===== config.mk =====
export PLATFORM = sky130hd
export DESIGN_NAME = mem_port_arbiter
export DESIGN_NICKNAME = d
export VERILOG_FILES = /design/src/rtl/mem_port_arbiter.sv
export SDC_FILE = /design/constraint.sdc
export NUM_CORES = 1
export LEC_CHECK = 0
export ABC_AREA = 1
export CAP_MARGIN = 30
export CORE_MARGIN = 3
export CORE_UTILIZATION = 38
export DETAILED_ROUTE_END_ITERATION = 8
export GPL_ROUTABILITY_DRIVEN = 0
export PLACE_DENSITY_LB_ADDON = 0.05
export SLEW_MARGIN = 30
export SYNTH_ARGS = -nofsm -noshare
export SYNTH_HDL_FRONTEND = slang
export SYNTH_SLANG_ARGS = --single-unit
export TNS_END_PERCENT = 30

===== constraint.sdc =====
create_clock -name clk -period 2.95 [get_ports clk]
set_input_delay 0.59 -clock clk [delete_from_list [all_inputs] [get_ports clk]]
set_output_delay 0.59 -clock clk [all_outputs]
set_load 0.02 [all_outputs]

===== src/rtl/mem_port_arbiter.sv =====
// mem_port_arbiter
//   Shares one memory port between instruction fetch (IF) and the load/store
//   unit (DM). Exactly one transaction is in flight. The FSM steps through
//   IDLE -> REQ -> RESP. The mem_* request fields are registered, so they stay
//   stable while the transaction waits for mem_gnt.
//
//   Build option: MEM_PORT_ARB_RR_EN
//     Undefined (default): fixed priority. DM wins a tie.
//     Defined: round-robin. A tie goes to the requester that did not win the
//     previous grant. The first tie after reset goes to DM.
//
//   Ports
//     clk, rst_n                    clock, async active-low reset
//     if_req/if_addr                fetch request (held until if_gnt)
//     if_gnt/if_rvalid/if_rdata     fetch accept pulse, data valid pulse, data
//     dm_req/we/be/addr/wdata       LSU request (held until dm_gnt)
//     dm_gnt/dm_rvalid/dm_rdata     LSU accept pulse, load data / store done, data
//     mem_req/we/be/addr/wdata      registered memory request
//     mem_gnt/mem_rvalid/mem_rdata  memory accept, response valid, read data
//     busy                          FSM not in IDLE
module mem_port_arbiter #(
    parameter int ADDR_WIDTH = 32,
    parameter int DATA_WIDTH = 32
) (
    input  logic                    clk,
    input  logic                    rst_n,
    input  logic                    if_req,
    input  logic [ADDR_WIDTH-1:0]   if_addr,
    output logic                    if_gnt,
    output logic                    if_rvalid,
    output logic [DATA_WIDTH-1:0]   if_rdata,
    input  logic                    dm_req,
    input  logic                    dm_we,
    input  logic [DATA_WIDTH/8-1:0] dm_be,
    input  logic [ADDR_WIDTH-1:0]   dm_addr,
    input  logic [DATA_WIDTH-1:0]   dm_wdata,
    output logic                    dm_gnt,
    output logic                    dm_rvalid,
    output logic [DATA_WIDTH-1:0]   dm_rdata,
    output logic                    mem_req,
    output logic                    mem_we,
    output logic [DATA_WIDTH/8-1:0] mem_be,
    output logic [ADDR_WIDTH-1:0]   mem_addr,
    output logic [DATA_WIDTH-1:0]   mem_wdata,
    input  logic                    mem_gnt,
    input  logic                    mem_rvalid,
    input  logic [DATA_WIDTH-1:0]   mem_rdata,
    output logic                    busy
);

    localparam int BE_W = DATA_WIDTH / 8;

    typedef enum logic [1:0] {IDLE, REQ, RESP} state_e;

    state_e                  state_q, state_d;
    logic                    owner_q, owner_d;      // 1 = DM owns the transaction
    logic                    mem_req_q, mem_req_d;
    logic                    mem_we_q, mem_we_d;
    logic [BE_W-1:0]         mem_be_q, mem_be_d;
    logic [ADDR_WIDTH-1:0]   mem_addr_q, mem_addr_d;
    logic [DATA_WIDTH-1:0]   mem_wdata_q, mem_wdata_d;
    logic                    pick_dm;

`ifdef MEM_PORT_ARB_RR_EN
    logic last_dm_q, last_dm_d;                     // 1 = DM won the last grant
    // On a tie, give the grant to whichever requester did not win last.
    assign pick_dm = dm_req && (!if_req || !last_dm_q);
`else
    assign pick_dm = dm_req;
`endif

    always_comb begin
        state_d     = state_q;
        owner_d     = owner_q;
        mem_req_d   = mem_req_q;
        mem_we_d    = mem_we_q;
        mem_be_d    = mem_be_q;
        mem_addr_d  = mem_addr_q;
        mem_wdata_d = mem_wdata_q;
`ifdef MEM_PORT_ARB_RR_EN
        last_dm_d   = last_dm_q;
`endif
        if_gnt      = 1'b0;
        dm_gnt      = 1'b0;
        if_rvalid   = 1'b0;
        dm_rvalid   = 1'b0;

        case (state_q)
            IDLE: begin
                if (if_req || dm_req) begin
                    state_d   = REQ;
                    owner_d   = pick_dm;
                    mem_req_d = 1'b1;
`ifdef MEM_PORT_ARB_RR_EN
                    last_dm_d = pick_dm;
`endif
                    // The grant is combinational. It is gated by rst_n so
                    // that no grant is seen while reset is held.
                    if (pick_dm) begin
                        dm_gnt      = rst_n;
                        mem_we_d    = dm_we;
                        mem_be_d    = dm_be;
                        mem_addr_d  = dm_addr;
                        mem_wdata_d = dm_wdata;
                    end else begin
                        if_gnt      = rst_n;
                        mem_we_d    = 1'b0;
                        mem_be_d    = '1;
                        mem_addr_d  = if_addr;
                        mem_wdata_d = '0;
                    end
                end
            end
            REQ: begin
                if (mem_gnt) begin
                    state_d   = RESP;
                    mem_req_d = 1'b0;
                end
            end
            RESP: begin
                if (mem_rvalid) begin
                    if_rvalid = !owner_q;
                    dm_rvalid = owner_q;
                    state_d   = IDLE;
                end
            end
            default: state_d = IDLE;
        endcase
    end

    always_ff @(posedge clk or negedge rst_n) begin
        if (!rst_n) begin
            state_q     <= IDLE;
            owner_q     <= 1'b0;
            mem_req_q   <= 1'b0;
            mem_we_q    <= 1'b0;
            mem_be_q    <= '0;
            mem_addr_q  <= '0;
            mem_wdata_q <= '0;
`ifdef MEM_PORT_ARB_RR_EN
            last_dm_q   <= 1'b0;
`endif
        end else begin
            state_q     <= state_d;
            owner_q     <= owner_d;
            mem_req_q   <= mem_req_d;
            mem_we_q    <= mem_we_d;
            mem_be_q    <= mem_be_d;
            mem_addr_q  <= mem_addr_d;
            mem_wdata_q <= mem_wdata_d;
`ifdef MEM_PORT_ARB_RR_EN
            last_dm_q   <= last_dm_d;
`endif
        end
    end

    assign mem_req   = mem_req_q;
    assign mem_we    = mem_we_q;
    assign mem_be    = mem_be_q;
    assign mem_addr  = mem_addr_q;
    assign mem_wdata = mem_wdata_q;
    assign if_rdata  = mem_rdata;
    assign dm_rdata  = mem_rdata;
    assign busy      = (state_q != IDLE);

endmodule


==> metrics.csv <==
metric;value;unit
outcome;complete, no violations;
Netlist cell types;15;
Slew Limit Fails;0;
maximum clock frequency;382;MHz
Std-Cell Rows;36;
Final Non-Filler Cells;748;
Yosys top cell by area;dfrtp_1;
Placement Setup Slack;0.334;ns
R2R Setup Slk;1.40;ns
Synth area leaders;dfrtp_1, nand2_1, buf_4;
DRT Wirelength;10.8;mm
leak pwr;0.00273;uW
Synth Warn #;0;
CP bufs+invs;3;
drt via density;4.51;
crit-path leading delay family;buffers and inverters;
hold bufs inserted after CTS;0;
Hold Vio Cnt, Final;0;
CP endpoint kind;primary output;
CP Class;input pin to primary output;
type of the worst min-delay path;input pin to asynchronous set/reset pin;
cell area after layout;5450;um2
RSZ-0062 raised after global routing;false;
# DRC;0;
IO buf count;181;
nets;749;
gr usage total;18.9;%
Starting Density;39.3;%
CP peak stage delay;0.63;ns
initial antenna violation count;1;
Crit-path slowest cell;clkdlybuf4s50_1;
endpoints failing setup;0;
CTS tree;done;
Worst R2R Path Depth;4;
sum of negative setup slack;0;ns
CP most frequent cell;clkdlybuf4s50_1;
clock buffer depth;2;
CTS Sinks;73;
die height;107;um
Syn Std Cell Area;3880;um2
Resized cells post-CTS;0;
first-pass GRT wire length;17.1;mm
routed length per instance;14.5;um
H-tree levels;3;
remaining global-route overflow;0;
worst slew pin tran;0.761;ns
DRT antenna net count;0;
TritonCTS Buffers;9;
maximum vdd drop;497;uV
final hold slack;0.160;ns
max-cap check violation count;0;
worst skew pair latency;0.33;ns
Required @ worst endpoint;2.36;ns
share of cells above drive strength 1;4.72;%
1st-pass router iterations;4;
Initial DRC Count;205;
most common cell after layout, fill and taps aside;nand2_1;
worst r2r dst;state_q[0];
DP HPWL;7.83;mm
Core Footprint;9860;um2
WP data arrival;2.03;ns
post-CTS setup buffer count;0;
Placed Cells;732;
vias in the first global route;3341;
crit-path cells;clkdlybuf4s50_1 -> inv_1 -> nand2_4 -> nand2_8 -> nor2_1 -> clkdlybuf4s50_1;
area grow syn2layout;40.5;%
cells after synthesis;500;
post-synthesis net count;639;
clock slew at reported path FFs;0.08;ns
relative slew slack;49.3;%
Yosys reg bits;73;
clock root buffer;clkbuf_8;
Diodes inserted;0;
Syn Area/Cell;7.76;um2
Synth top area share;47.1;%
crit path time final;2.62;ns
Top Ports;278;
final setup margin;0.334;ns
CP startpoint kind;input pin;
most frequent cells in the layout;nand2_1, clkdlybuf4s50_1, dfrtp_1, nand3_1, clkbuf_8;
Pwr per Cell Area;970;nW/um2
crit path max fanout;5;
Worst R2R Start;state_q[0];
clk_skew;0.00814;ns
Die Area;11500;um2
sequential share of the synthesized area;47.1;%
largest net degree at the start of global routing;73;
Die W;107;um
Period Utilization, post-route;88.7;%
Placed Instance Area;5220;um2
vias;3377;
-- where the power goes --
group | leakage, uW | internal, uW | switching, uW
Sequential | 0.000915 | 1450 | 249
Clock | 0.000118 | 563 | 351
Combinational | 0.00170 | 1170 | 1510
Total | 0.00273 | 3180 | 2110
-- kinds of logic (layout without fill, tap and decap cells) --
| group | count (synthesis) | in the layout | share of synthesized area, % |
|---|---|---|---|
| AOI/OAI and AO/OA | 2 | 2 | 0.258 |
| buffers and inverters | 97 | 212 | 18.5 |
| DFF | 73 | 73 | 47.1 |
| and+or+nand+nor | 328 | 328 | 34.1 |
-- registers in the layout, indices dropped and copies added, names as in the netlist --
register   count
mem_addr      32
mem_wdata     32
mem_be         4
state_q        2
mem_req        1
mem_we         1
owner_q        1
-- layout make-up --
class	instances	area, um2
clock inverter	5	104
tap	133	166
timing repair buffer	188	1860
fill	959	4410
multi-input combinational	330	1330
inverter	8	32.5
clock buffer	11	131
sequential	73	1830
-- Yosys cell counts --
cell,number
nand2_4,1
nand2_2,1
buf_4,66
nand2_1,280
buf_2,11
o21ai_0,2
nor2_1,4
inv_1,7
nor3b_1,1
dfrtp_1,73
inv_4,1
nand3_1,38
nand2_8,1
buf_6,12
nor2_4,2
-- stage by stage --
step                util (%)  total power [uW]
global route            55.3              5670
global placement        52.9              4390
floorplan                  -              3370
finish                  55.3              5290
CTS                     55.3              5370
detailed placement      52.9              4430
-- worst max-delay path by stage --
stage                     startpoint     end  slack [ns]  depth (start not counted)
after floorplan               dm_req  if_gnt        0.99                          6
after global placement        if_req  if_gnt        0.33                          6
after detailed placement      if_req  if_gnt        0.33                          6
after CTS                     if_req  if_gnt        0.31                          6
after global routing          if_req  if_gnt        0.23                          6
final                         if_req  if_gnt        0.33                          6
-- metal layers --
metal | routed length [um] | up-vias | GRT usage [%]
met1 | 4280 | 1544 | 21.8
met3 | 735 | 31 | 4.64
met2 | 5550 | 128 | 33.5
li1 | - | 1672 | -
met4 | 244 | 2 | 7.21
met5 | 11 | - | 0
(Power assumes the default switching activity.)
